$ cat src/rtl/datapath_seq_pkg.sv
// Shared types for the sequential register-file datapath: ALU opcodes and FSM states.
package datapath_seq_pkg;

    typedef enum logic [2:0] {
        OP_ADD   = 3'b000,
        OP_ADC   = 3'b001,
        OP_SUB   = 3'b010,
        OP_AND   = 3'b011,
        OP_OR    = 3'b100,
        OP_XOR   = 3'b101,
        OP_NOT   = 3'b110,
        OP_PASSB = 3'b111
    } op_e;

    typedef enum logic [2:0] {
        S_IDLE = 3'd0,
        S_RD_A = 3'd1,
        S_RD_B = 3'd2,
        S_EXEC = 3'd3,
        S_WB   = 3'd4
    } state_e;

endpackage

$ cat src/rtl/datapath_seq_alu.sv
// Combinational ALU: result and carry for the eight datapath opcodes.
import datapath_seq_pkg::*;

module datapath_seq_alu #(
    parameter int unsigned WIDTH = 4
) (
    input  logic [WIDTH-1:0] i_a,
    input  logic [WIDTH-1:0] i_b,
    input  op_e              i_op,
    input  logic             i_cin,
    output logic [WIDTH-1:0] o_res_c,
    output logic             o_carry_c
);

    logic [WIDTH:0] w_sum;

    // Arithmetic is done one bit wider so the top bit is the carry; SUB carry means "no borrow".
    always_comb begin
        w_sum     = '0;
        o_res_c   = '0;
        o_carry_c = 1'b0;
        case (i_op)
            OP_ADD: begin
                w_sum     = {1'b0, i_a} + {1'b0, i_b};
                o_res_c   = w_sum[WIDTH-1:0];
                o_carry_c = w_sum[WIDTH];
            end
            OP_ADC: begin
                w_sum     = {1'b0, i_a} + {1'b0, i_b} + (WIDTH+1)'(i_cin);
                o_res_c   = w_sum[WIDTH-1:0];
                o_carry_c = w_sum[WIDTH];
            end
            OP_SUB: begin
                w_sum     = {1'b0, i_a} - {1'b0, i_b};
                o_res_c   = w_sum[WIDTH-1:0];
                o_carry_c = ~w_sum[WIDTH];
            end
            OP_AND:   o_res_c = i_a & i_b;
            OP_OR:    o_res_c = i_a | i_b;
            OP_XOR:   o_res_c = i_a ^ i_b;
            OP_NOT:   o_res_c = ~i_a;
            OP_PASSB: o_res_c = i_b;
            default:  o_res_c = '0;
        endcase
    end

endmodule

$ cat src/rtl/datapath_seq.sv
// Multi-cycle register-file datapath: IDLE -> RD_A -> RD_B -> EXEC -> WB, immediates go IDLE -> WB.
// Optional DATAPATH_SEQ_CARRY_FLAG_EN keeps an internal carry flag that feeds ADC instead of carry_in.
import datapath_seq_pkg::*;

module datapath_seq #(
    parameter  int unsigned WIDTH  = 4,
    parameter  int unsigned NREGS  = 4,
    localparam int unsigned ADDR_W = (NREGS > 1) ? $clog2(NREGS) : 1
) (
    input  logic              clk,
    input  logic              reset,
    input  logic              in_valid,
    output logic              in_ready,
    input  logic              in_imm,
    input  logic [2:0]        operacao,
    input  logic [ADDR_W-1:0] rs1,
    input  logic [ADDR_W-1:0] rs2,
    input  logic [ADDR_W-1:0] rd,
    input  logic [WIDTH-1:0]  dados,
    input  logic              carry_in,
    output logic [WIDTH-1:0]  resultado,
    output logic              carry_out,
    output logic              done,
    output logic              busy
);

    state_e             r_state;
    logic               r_in_ready;
    logic               r_done;
    logic               r_imm;
    op_e                r_op;
    logic [ADDR_W-1:0]  r_rs1;
    logic [ADDR_W-1:0]  r_rs2;
    logic [ADDR_W-1:0]  r_rd;
    logic [WIDTH-1:0]   r_dados;
    logic [WIDTH-1:0]   r_a;
    logic [WIDTH-1:0]   r_b;
    logic [WIDTH-1:0]   r_result;
    logic               r_carry;
    logic [WIDTH-1:0]   r_resultado;
    logic [WIDTH-1:0]   r_rf [NREGS];

    logic [WIDTH-1:0]   w_rf_a;
    logic [WIDTH-1:0]   w_rf_b;
    logic [WIDTH-1:0]   w_alu_res;
    logic               w_alu_carry;
    logic               w_cin;

    // Out-of-range addresses (non-power-of-two depth) read as zero.
    assign w_rf_a = (32'(r_rs1) < NREGS) ? r_rf[r_rs1] : '0;
    assign w_rf_b = (32'(r_rs2) < NREGS) ? r_rf[r_rs2] : '0;

`ifdef DATAPATH_SEQ_CARRY_FLAG_EN
    logic r_cflag;
    logic w_unused_cin;

    assign w_unused_cin = carry_in;
    assign w_cin        = r_cflag;

    always_ff @(posedge clk) begin
        if (reset) begin
            r_cflag <= 1'b0;
        end else if (r_state == S_EXEC) begin
            r_cflag <= w_alu_carry;
        end
    end
`else
    assign w_cin = carry_in;
`endif

    datapath_seq_alu #(.WIDTH(WIDTH)) u_alu (
        .i_a       (r_a),
        .i_b       (r_b),
        .i_op      (r_op),
        .i_cin     (w_cin),
        .o_res_c   (w_alu_res),
        .o_carry_c (w_alu_carry)
    );

    // Sequencer; done and resultado are set on the edge entering WB so they are visible during WB.
    always_ff @(posedge clk) begin
        if (reset) begin
            r_state     <= S_IDLE;
            r_in_ready  <= 1'b1;
            r_done      <= 1'b0;
            r_imm       <= 1'b0;
            r_op        <= OP_ADD;
            r_rs1       <= '0;
            r_rs2       <= '0;
            r_rd        <= '0;
            r_dados     <= '0;
            r_a         <= '0;
            r_b         <= '0;
            r_result    <= '0;
            r_carry     <= 1'b0;
            r_resultado <= '0;
            for (int unsigned i = 0; i < NREGS; i++) begin
                r_rf[i] <= '0;
            end
        end else begin
            r_done <= 1'b0;
            case (r_state)
                S_IDLE: begin
                    if (in_valid) begin
                        r_imm      <= in_imm;
                        r_op       <= op_e'(operacao);
                        r_rs1      <= rs1;
                        r_rs2      <= rs2;
                        r_rd       <= rd;
                        r_dados    <= dados;
                        r_in_ready <= 1'b0;
                        if (in_imm) begin
                            r_resultado <= dados;
                            r_done      <= 1'b1;
                            r_state     <= S_WB;
                        end else begin
                            r_state <= S_RD_A;
                        end
                    end
                end
                S_RD_A: begin
                    r_a     <= w_rf_a;
                    r_state <= S_RD_B;
                end
                S_RD_B: begin
                    r_b     <= w_rf_b;
                    r_state <= S_EXEC;
                end
                S_EXEC: begin
                    r_result    <= w_alu_res;
                    r_carry     <= w_alu_carry;
                    r_resultado <= w_alu_res;
                    r_done      <= 1'b1;
                    r_state     <= S_WB;
                end
                S_WB: begin
                    if (32'(r_rd) < NREGS) begin
                        r_rf[r_rd] <= r_imm ? r_dados : r_result;
                    end
                    r_in_ready <= 1'b1;
                    r_state    <= S_IDLE;
                end
                default: begin
                    r_in_ready <= 1'b1;
                    r_state    <= S_IDLE;
                end
            endcase
        end
    end

    assign in_ready  = r_in_ready;
    assign busy      = ~r_in_ready;
    assign done      = r_done;
    assign resultado = r_resultado;
    assign carry_out = r_carry;

endmodule
$ cat config.mk
export PLATFORM = sky130hd
export DESIGN_NAME = datapath_seq
export DESIGN_NICKNAME = d
export VERILOG_FILES = /design/src/rtl/datapath_seq_pkg.sv /design/src/rtl/datapath_seq_alu.sv /design/src/rtl/datapath_seq.sv
export SDC_FILE = /design/constraint.sdc
export NUM_CORES = 1
export LEC_CHECK = 0
export CAP_MARGIN = 30
export CORE_MARGIN = 2
export CORE_UTILIZATION = 54
export DETAILED_ROUTE_END_ITERATION = 7
export PLACE_DENSITY = 0.75
export REMOVE_ABC_BUFFERS = 1
export SETUP_SLACK_MARGIN = 0.5
export SYNTH_ARGS = -nofsm -noshare
export SYNTH_HDL_FRONTEND = slang
export SYNTH_SLANG_ARGS = --single-unit
$ cat constraint.sdc
create_clock -name clk -period 3.1 [get_ports clk]
set_input_delay 0.31 -clock clk [delete_from_list [all_inputs] [get_ports clk]]
set_output_delay 0.31 -clock clk [all_outputs]
set_load 0.05 [all_outputs]
==> flow_metrics.py <==
metrics = {
    "status": {
        "status": "complete, no violations",
    },
    "placement": {
        "gp_congestion": 0.9224,
        "place_ws_ns": 0.8329,
        "place_inst": 390,
        "port_buffers": 25,
        "hpwl_microns": 4889,
    },
    "final_layout": {
        "diodes": 0,
        "area_delta_synth_final_pct": 12.85,
        "layout.nets": 361,
        "drive_above_1_share": 0.1006,
        "nFillCells": 469,
        "instances_no_fill": 398,
    },
    "synth": {
        "yosysMostFrequentCell": "nor2_1",
        "synthCells": 310,
        "synth_seq_cells": 52,
        "synth-seq-area-share": 0.4127,
        "synth_area_leaders": "dfxtp_1, edfxtp_1, mux4_2",
        "yosysTopAreaCell": "dfxtp_1",
        "synthesis.area_sq_um": 2910,
        "synthFlopType": "dfxtp_1",
        "avgSynthCellArea_sq_um": 9.388,
        "synth_edf_count": 16,
        "synth_top_area_share": 0.2476,
        "yosys_warnings": 0,
        "async_reset_ff_frac": 0,
        "synthTopCellsByCount": "nor2_1, nand2_1, a21oi_1, dfxtp_1, edfxtp_1",
        "synth.distinct_cells": 55,
    },
    "grt": {
        "grt_pass1_wl_microns": 10570,
        "grt_max_degree": 32,
        "grtUsageTotal": 0.2272,
        "grt_pass1_vias": 2166,
        "grt_antenna_before_repair": 0,
        "gr-total-overflow": 0,
    },
    "floorplanning": {
        "die_y_microns": 77.41,
        "num_rows": 26,
        "die_area_sq_um": 5992,
        "start_util": 0.5662,
        "pin_count": 26,
        "design.core.area_sq_um": 5140,
        "dieWidth_microns": 77.41,
    },
    "clocking": {
        "clkTransAtPathRegs_ns": 0.10,
        "hold_buffers": 0,
        "insertion_delay_ns": 0.31,
        "clock_path_buffers": 2,
        "cts_tree": "done",
        "cts-resized-gates": 0,
        "cts_max_level": 2,
        "clock-sinks": 52,
        "root_buffer": "clkbuf_8",
        "postCtsSetupRepairBufs": 0,
        "numCtsBuffers": 5,
    },
    "sta": {
        "rsz0062_at_grt": "no",
        "setup_tns_ns": 0,
        "tightest_slew_ns": 0.6667,
        "fmax_ghz": 0.4330,
        "fin_crit_ns": 2.310,
        "final.period_utilization": 0.7451,
        "setup_slack_ns": 0.7903,
        "hold_viol": 0,
        "maxSlewViolCount": 0,
        "setup_violations": 0,
        "maxSlewHeadroom": 0.5549,
        "fin_hold_ws_ns": 0.4666,
        "final.setup_skew_ns": 0.01032,
    },
    "setup_path": {
        "crit_end": "resultado[1]$_SDFFE_PP0P_",
        "r2r_setup_slack_ns": 0.79,
        "crit_required_ns": 3.34,
        "end_kind": "register",
        "crit_type": "register to register",
        "critPathLaunch": "r_b[0]$_SDFFE_PP0N_",
        "arrival_ns": 2.55,
        "r2r-end": "resultado[1]$_SDFFE_PP0P_",
        "reg2reg_depth": 8,
        "critical_path.max_fanout": 4,
        "regToRegStartpoint": "r_b[0]$_SDFFE_PP0N_",
        "start_kind": "register",
    },
    "power": {
        "p_leak_nw": 1.205,
        "p_per_area_nw_per_um2": 447.8,
        "power_mw": 1.471,
        "ir_drop_uv": 298.1,
    },
    "route": {
        "drtIter0Drc": 117,
        "firstDrtPassIters": 4,
        "viasPerCell": 5.583,
        "drtAntennaViolNets": 0,
        "drc": 0,
        "routed_wl_microns": 6362,
        "wl_per_cell_microns": 15.98,
        "vias": 2222,
    },
    "min_path": {
        "hold_class": "register to register",
        "min_delay_path_depth": 2,
    },
    "flow_run": {
        "maxCapViolCount": 0,
    },
}
==> report_power, final <==
group | switching (mW) | internal (mW) | leakage (nW) | total, mW
Combinational | 0.152 | 0.127 | 0.700 | 0.279
Clock | 0.240 | 0.165 | 0.0452 | 0.405
Sequential | 0.0500 | 0.736 | 0.459 | 0.786
Total | 0.442 | 1.03 | 1.20 | 1.47
==> cell usage in the layout (no fill, tap or decap), types with 2 or more instances in the layout <==
master           synthesis  layout
a31o_2                   2       2
o22ai_1                  2       2
nor2_1                  42      42
buf_4                    1       4
nand3_1                  6       6
o21a_1                   3       3
o221ai_1                 2       2
fa_1                     2       2
nand2b_1                 3       3
and3_1                   2       2
xnor2_1                  3       3
mux4_2                   9       9
a31oi_1                  3       3
nand2_1                 39      39
nor4_1                   2       2
ha_1                    14      14
a21oi_1                 36      36
o21ai_0                  6       6
or3_1                    2       2
a211oi_1                 5       5
nor3b_2                  2       2
inv_6                    0       2
clkdlybuf4s50_1          0      25
mux2i_1                  9       9
clkbuf_8                 0       5
inv_1                   15      15
nand3b_1                 2       2
mux2_2                   2       2
edfxtp_1                16      16
dfxtp_1                 36      36
==> critical path, cell delays in order, from the launching register on <==
cell and delay [ns]:
dfxtp_1 0.40, ha_1 0.24, fa_1 0.48, ha_1 0.31, mux2i_1 0.07, nand2_1 0.10
a21oi_1 0.07, a211o_1 0.34, a221oi_2 0.24
==> worst min path at each step <==
stage,start,end,slack (ns)
4_1_cts,r_dados[0]$_SDFFE_PP0P_,r_dados[0]$_SDFFE_PP0P_,0.47
6_report,r_dados[0]$_SDFFE_PP0P_,r_dados[0]$_SDFFE_PP0P_,0.47
2_1_floorplan,reset,resultado[1]$_SDFFE_PP0P_,0.38
3_3_place_gp,r_dados[1]$_SDFFE_PP0P_,r_dados[1]$_SDFFE_PP0P_,0.44
5_1_grt,r_dados[0]$_SDFFE_PP0P_,r_dados[0]$_SDFFE_PP0P_,0.49
3_5_place_dp,r_dados[3]$_SDFFE_PP0P_,r_dados[3]$_SDFFE_PP0P_,0.46
==> cells by family (layout without fill, tap and decap cells) <==
group	Yosys count	in the layout	share of synthesized area
adders and majority gates	16	16	0.07395
and+or+nand+nor	110	110	0.1797
buffers and inverters	35	53	0.05073
xor gates and xnor gates	5	5	0.01978
muxes	20	20	0.1083
AOI/OAI and AO/OA	72	72	0.1548
DFF	52	52	0.4127
==> metal layers <==
layer / part of all wire / GRT usage / vias to the layer above
met1: 0.45 / 0.3011 / 1031
li1: - / - / 1132
met2: 0.48 / 0.3852 / 49
met5: 0 / 0 / -
met4: 0.017 / 0.06250 / 0
met3: 0.044 / 0.03953 / 10
==> state kept, by name, indices dropped and copies added (netlist names), 3 cells and up <==
register / flops
r_result: 4
r_op: 3
r_a: 4
r_b: 4
r_rf: 16
r_state: 3
resultado: 4
r_dados: 4
==> layout make-up <==
cell class	instances	area, sq um	share of cell area
multi-input combinational	223	1562	0.4754
sequential	52	1201	0.3657
timing repair buffer	29	280.3	0.08533
tap	70	87.58	0.02667
clock buffer	5	68.82	0.02095
inverter	16	60.06	0.01829
clock inverter	3	25.02	0.007619
==> through the flow <==
stage	util	area (sq um)
after floorplan	-	2823
after global placement	0.6207	3191
after detailed placement	0.6207	3191
after CTS	0.6390	3284
after global routing	0.6390	3284
final	0.6390	3284
Power figures use the tool's default switching activity.
